`src/rtl/ser40x13.sv`:
```
// 40-to-13 bit gearbox: packs 40-bit words into a left-aligned bit buffer and
// drains it 13 bits at a time, MSB first, marking slice 0 of every 40-slice frame.
module ser40x13 (
  input  logic        Cin,
  input  logic        Rst,
  input  logic [39:0] Din,
  input  logic        Dstb,
  output logic        Rdy,
  output logic [12:0] Dout,
  output logic        Dval,
  output logic        Sof
);

  localparam logic [5:0] SLICE_W   = 6'd13;
  localparam logic [5:0] WORD_W    = 6'd40;
  localparam logic [5:0] LAST_SLC  = 6'd39;

  logic [52:0] sbuf_q, sbuf_d;
  logic [52:0] shifted, ins_mask, ins_data;
  logic [5:0]  cnt_q, cnt_d;
  logic [5:0]  scnt_q, scnt_d;
  logic [5:0]  rem;
  logic [12:0] dout_q, dout_d;
  logic        dval_q, dval_d;
  logic        sof_q, sof_d;
  logic        emit, acc;

  // NOTE: every signal assigned in this block gets a value before any branch,
  // so no path leaves one unassigned and no latch is inferred.
  always_comb begin
    emit     = (cnt_q >= SLICE_W);
    rem      = emit ? (cnt_q - SLICE_W) : cnt_q;
    Rdy      = (rem <= SLICE_W) && !Rst;
    acc      = Dstb && Rdy;

    // Shift out the emitted slice first, then drop the new word in directly
    // behind the surviving residue so bit order is preserved.
    shifted  = emit ? {sbuf_q[39:0], 13'd0} : sbuf_q;
    ins_mask = {{40{1'b1}}, 13'd0} >> rem;
    ins_data = {Din, 13'd0} >> rem;
    sbuf_d   = acc ? ((shifted & ~ins_mask) | ins_data) : shifted;
    cnt_d    = rem + (acc ? WORD_W : 6'd0);

    scnt_d   = scnt_q;
    dout_d   = dout_q;
    dval_d   = 1'b0;
    sof_d    = 1'b0;
    if (emit) begin
      dout_d = sbuf_q[52:40];
      dval_d = 1'b1;
      sof_d  = (scnt_q == 6'd0);
      scnt_d = (scnt_q == LAST_SLC) ? 6'd0 : (scnt_q + 6'd1);
    end
  end

  // NOTE: state registers use non-blocking assignments so every flop samples
  // the pre-edge values regardless of statement order.
  always_ff @(posedge Cin) begin
    if (Rst) begin
      sbuf_q <= '0;
      cnt_q  <= '0;
      scnt_q <= '0;
      dout_q <= '0;
      dval_q <= 1'b0;
      sof_q  <= 1'b0;
    end else begin
      sbuf_q <= sbuf_d;
      cnt_q  <= cnt_d;
      scnt_q <= scnt_d;
      dout_q <= dout_d;
      dval_q <= dval_d;
      sof_q  <= sof_d;
    end
  end

  assign Dout = dout_q;
  assign Dval = dval_q;
  assign Sof  = sof_q;

endmodule

```
`config.mk`:
```
export PLATFORM = sky130hd
export DESIGN_NAME = ser40x13
export DESIGN_NICKNAME = d
export VERILOG_FILES = /design/src/rtl/ser40x13.sv
export SDC_FILE = /design/constraint.sdc
export NUM_CORES = 1
export LEC_CHECK = 0
export BUFFER_PORTS_ARGS = -buffer_cell sky130_fd_sc_hd__buf_2
export CORE_MARGIN = 2
export CORE_UTILIZATION = 39
export CTS_BUF_LIST = sky130_fd_sc_hd__clkbuf_8
export CTS_CLUSTER_DIAMETER = 100
export CTS_CLUSTER_SIZE = 12
export DETAILED_ROUTE_END_ITERATION = 7
export HOLD_SLACK_MARGIN = 0.06
export PLACE_DENSITY_LB_ADDON = 0.2
export SLEW_MARGIN = 20
export SYNTH_ARGS = -nofsm -noshare
export SYNTH_HDL_FRONTEND = slang
export SYNTH_SLANG_ARGS = --single-unit
export TNS_END_PERCENT = 30
```
`constraint.sdc`:
```
create_clock -name Cin -period 4.14 [get_ports Cin]
set_clock_uncertainty 0.15 [all_clocks]
set_input_delay 0.621 -clock Cin [delete_from_list [all_inputs] [get_ports Cin]]
set_output_delay 0.621 -clock Cin [all_outputs]
set_load 0.05 [all_outputs]
```
==> results of run 1 <==
[cells in the final DEF (no fill, tap or decap), drive strengths merged, types with 4 or more instances in the layout]
cell    instances
nand4           6
a32oi           6
o31ai           5
dfxtp          80
o221ai          6
nor3           25
clkbuf         10
o22ai          10
or3             5
nand3          20
nor2           81
o21ai          36
a221oi          7
a31o            7
o32ai           6
a31oi          12
a22oi          18
mux4           21
mux2           23
o211ai          9
nand2         138
nor2b           5
xnor2           4
a311oi          8
a21oi          63
nand2b          7
mux2i          84
buf            83
inv            14
a211oi         17
ha              6
and2            4
[final timing paths]
kind	to	slack (ns)	cells after the start
min	Dout[5]$_SDFFE_PP0N_	0.30	2
max reg2reg	sbuf_q[8]$_SDFF_PP0_	0.71	10
max	Rdy	0.53	10
min reg2reg	Dout[5]$_SDFFE_PP0N_	0.30	2
[registers in the layout, indices dropped and copies added (netlist names)]
name	count
sbuf_q	53
Dout	13
cnt_q	6
scnt_q	6
Dval	1
Sof	1
[worst max-delay path: stages, from the launching register on]
cell,delay (ns)
dfxtp_1,0.32
inv_1,0.14
ha_1,0.33
nand2b_2,0.16
a211oi_1,0.27
buf_4,0.25
a21o_1,0.31
nand2_1,0.18
o21ai_0,0.23
nor2_1,0.05
buf_2,0.24
[per-stage QoR]
step	area, um2	std cells
after floorplan	6646	845
after global placement	7068	1070
after detailed placement	7068	1070
after CTS	7281	1086
after global routing	7281	1086
final	7281	1086
[cell type report]
| type | count | area, um2 |
|---|---|---|
| fillers | 1737 | 9361 |
| multi-input cells | 675 | 4654 |
| flip-flops and latches | 80 | 1603 |
| repair buffers | 83 | 490.5 |
| well taps | 220 | 275.3 |
| clock buffers | 10 | 137.6 |
| clock inverters | 6 | 75.07 |
| inverters | 12 | 45.04 |
[cells by family after synthesis]
kind of cell | Yosys count | synth area share
adders and majority gates | 6 | 0.01129
muxes | 128 | 0.2389
DFF | 80 | 0.2410
AOI/OAI and AO/OA | 233 | 0.2425
and+or+nand+nor | 301 | 0.1945
xor gates and xnor gates | 7 | 0.01036
buffers and inverters | 90 | 0.06156
[power breakdown]
part	internal, uW	switching [uW]
registers	865	69.1
clock network	303	324
logic	665	1160
total	1830	1550
[per-layer routing]
metal / share of wire / global-route usage
met5: 0 / 0
met4: 0.028 / 0.09006
met3: 0.067 / 0.02815
met2: 0.44 / 0.3656
met1: 0.46 / 0.3519
==> summary.txt, run 1 <==
Outcome: finished, final reports clean
CP startpoint: cnt_q[1]$_SDFF_PP0_
Slew margin rel.: 0.3883
Initial antenna violation count: 0
Die Width: 134.5 um
Hold_buf cts: 0
Final Hold Vio Count: 0
Syn_area_per_cell: 7.866 um2
Overall power: 3385 uW
Hold_sp: Dout[5]$_SDFFE_PP0N_
CP arrival: 2.84 ns
DRC viols: 0
Slew at the pin closest to its max-slew limit: 0.9142 ns
Vias in the first global route: 6139
Req. time, crit path: 3.37 ns
H-Tree Depth: 3
Longest Clk Path Bufs: 2
CP Launch Type: register
CTS Buf Count: 9
Fmax: 276.7 MHz
Post-synth ARST share: 0
Share of cells above drive strength 1: 0.1905
Die area: 0.01810 mm2
Synthesized area: 0.006646 mm2
# diodes: 0
Syn-to-layout area delta: 9.544%
Fin crit share: 0.8728
Synth top cells by count: 138 x nand2_1, 84 x mux2i_1, 81 x nor2_1, 80 x dfxtp_1, 61 x a21oi_1
Shortest period the worst path allows: 3.614 ns
Final #Nets: 910
Final wirelength: 21920 um
EDFF count, synth: 0
CP Class: reg -> out
Synth area leaders: dfxtp_1 24%, mux2i_1 13%, nand2_1 7.8%, mux4_2 7.1%, a21oi_1 4.6%
Sum of negative setup slack: 0 ns
# setup viols final: 0
Utilization after layout: 0.4375
Global Route Usage Sum: 0.2414
Worst setup slack after layout: 0.5265 ns
Sequential fraction of the synthesis area: 0.2410
Ys Warns: 0
Maxcap violations: 0
Largest net degree at the start of global routing: 74
Initial Util: 0.3994
Core Region: 0.01664 mm2
Via count: 6702
Flops & latches, synth: 80
Cell accounting for the most synthesized area: dfxtp_1
Grt total ovfl: 0
Unique masters post-synth: 68
Count leader, synth: nand2_1
Pwr Density: 464.9 mW/mm2
Die height: 134.5 um
Setup Buffers After CTS: 0
CTS resizes: 0
I/O Buffers: 58
Top_reg_cell synth: dfxtp_1
Hold Path Class: reg -> reg
Top cell type's share of synthesized area: 0.2410
First-pass GRT wire length: 34630 um
Slew Viols, Final: 0
Router iterations before antenna repair: 6
Gate Count Post-Synth: 845
Peak supply drop: 0.1540 mV
Io pins: 59
RSZ-0062 raised after global routing: no
CTS Root Cell: clkbuf_8
CP Max Fanout: 11
Clock Latency Late Sink: 0.37 ns
Leakage: 0.002776 uW
ANT nets after route: 0
RePlAce Congestion: 0.9187
Reg clk slew, reported paths: 0.09 ns
Dpl ws: 0.7668 ns
WHS: 0.2986 ns
TritonCTS clock tree: built
Worst R2R Start: cnt_q[0]$_SDFF_PP0_
Post-DR vias/cell: 6.171
Rows: 47
Syn_nets: 894
Routed WL per cell: 20.19 um
Initial DRC count: 645
Post-DP HPWL: 15820 um
Clock Sinks: 80
Worst setup EP type: output port
Note: power is estimated with default switching activity, not from simulation.
==> run 2, diff against run 1 <==
Clock period 4.14 ns to 4 ns, I/O delays scaled along.
==> summary.txt, run 2 (synthesis results as in run 1) <==
H-Tree Depth: 3 (unchanged)
Worst setup EP type: output port
Shortest period the worst path allows: 3.825 ns
Reg clk slew, reported paths: 0.09 ns (about the same)
Vias in the first global route: 6151 (+0.20%)
Syn-to-layout area delta: 9.808%
CP Launch Type: register
Outcome: finished, final reports clean
Post-DP HPWL: 16060 um (+1.5%)
Die area: 0.01810 mm2 (unchanged)
# setup viols final: 0 (unchanged)
Clock Latency Late Sink: 0.37 ns (about the same)
Die Width: 134.5 um (unchanged)
Pwr Density: 489.1 mW/mm2 (+5.2%)
Final #Nets: 912 (+0.22%)
CP Max Fanout: 8 (-3)
Max reg flops: 53 (unchanged)
ANT nets after route: 0 (unchanged)
Global Route Usage Sum: 0.2449 (+0.003540)
Slew Viols, Final: 0 (unchanged)
Req. time, crit path: 3.25 ns (-0.12 ns)
Core Region: 0.01664 mm2 (unchanged)
Router iterations before antenna repair: 5 (-1)
Fmax: 261.4 MHz
Fin crit share: 0.9563
Initial Util: 0.3994 (unchanged)
R2r setup slk: 0.55 ns (-0.16 ns)
TritonCTS clock tree: built
RSZ-0062 raised after global routing: no
First-pass GRT wire length: 35070 um (+1.3%)
Most frequent cells in the layout: 138 x nand2_1, 84 x mux2i_1, 80 x nor2_1
Hold_buf cts: 0 (unchanged)
Via count: 6691 (-0.16%)
Slew at the pin closest to its max-slew limit: 0.9125 ns (-0.001698 ns)
Fillers: 1716 (-1.2%)
Die height: 134.5 um (unchanged)
Peak supply drop: 0.2167 mV (+41%)
DRC viols: 0 (unchanged)
Initial DRC count: 826 (+28%)
Largest net degree at the start of global routing: 74 (unchanged)
Maxcap violations: 0 (unchanged)
CP Class: reg -> out
Routed WL per cell: 20.26 um (+0.34%)
Most common cell after layout, fill and taps aside: nand2_1
RePlAce Congestion: 0.9358 (+1.9%)
Final Hold Vio Count: 0 (unchanged)
Setup Buffers After CTS: 0 (unchanged)
Top reg by flops: sbuf_q
Clock Sinks: 80 (unchanged)
Io pins: 59 (unchanged)
Longest Clk Path Bufs: 2 (unchanged)
I/O Buffers: 58 (unchanged)
CTS Root Cell: clkbuf_8
CTS Buf Count: 9 (unchanged)
CTS resizes: 0 (unchanged)
Grt total ovfl: 0 (unchanged)
Initial antenna violation count: 0 (unchanged)
CP arrival: 3.08 ns (+0.24 ns)
Sum of negative setup slack: 0 ns (unchanged)
Final wirelength: 22040 um (+0.53%)
Post-DR vias/cell: 6.150 (-0.35%)
Hold Path Class: reg -> reg
Slew margin rel.: 0.3759 (-0.01235)
# diodes: 0 (unchanged)
WHS: 0.2990 ns (+0.0003560 ns)
Share of cells above drive strength 1: 0.1935 (+0.003017)
Rows: 47 (unchanged)
Leakage: 0.002790 uW (+0.52%)
-- run 2: cell count changes in the layout (fill, tap and decap cells not counted), sizes merged --
cell | previous run | this run
clkbuf | 10 | 9
inv | 14 | 15
buf | 83 | 85
bufinv | 1 | 2
clkinv | 2 | 1
-- run 2: routing by layer --
| layer | vias up | track usage | routed length (um) |
|---|---|---|---|
| met5 | - | 0 | 0 |
| met1 | 3209 | 0.3572 | 10200 |
| li1 | 3179 | - | - |
| met4 | 0 | 0.07661 | 572 |
| met2 | 264 | 0.3724 | 9810 |
| met3 | 39 | 0.03604 | 1459 |
-- run 2: power by group --
| part | internal [uW] | switching, uW | total, uW |
|---|---|---|---|
| clock | 359 | 340 | 699 |
| combinational | 687 | 1220 | 1910 |
| sequential | 895 | 68.4 | 963 |
-- run 2: through the flow --
step | setup slack [ns] | total power, uW | instances | area (um2) | utilization
detailed placement | 0.6141 | 2842 | 1072 | 7073 | 0.4250
global route | 0.05291 | 3774 | 1088 | 7298 | 0.4385
finish | 0.1748 | 3570 | 1088 | 7298 | 0.4385
CTS | 0.2173 | 3536 | 1088 | 7298 | 0.4385
global placement | 0.6490 | 2847 | 1072 | 7073 | 0.4250
floorplan | 0.1681 | 2315 | 845 | 6649 | -
-- run 2: area by class of cell --
class	instances	area [um2]	area share
clock buffer	9	123.9	0.01697
sequential	80	1603	0.2196
inverter	12	45.04	0.006172
clock inverter	7	101.3	0.01389
tap	220	275.3	0.03772
multi-input combinational	675	4657	0.6381
timing repair buffer	85	493.0	0.06755
-- run 2: critical path: stages (launching register included) --
cell and delay [ns]:
dfxtp_1 0.32, inv_1 0.16, ha_1 0.34, nand2b_2 0.16, a211oi_1 0.66, a21o_1 0.32, nand2_1 0.16, o21ai_0 0.32
nor2_2 0.04, buf_2 0.23
-- run 2: final timing paths --
path | start | end | cells after the start
max | cnt_q[1]$_SDFF_PP0_ | Rdy | 9
min | Dout[5]$_SDFFE_PP0N_ | Dout[5]$_SDFFE_PP0N_ | 2
max reg2reg | cnt_q[1]$_SDFF_PP0_ | sbuf_q[7]$_SDFF_PP0_ | 11
min reg2reg | Dout[5]$_SDFFE_PP0N_ | Dout[5]$_SDFFE_PP0N_ | 2
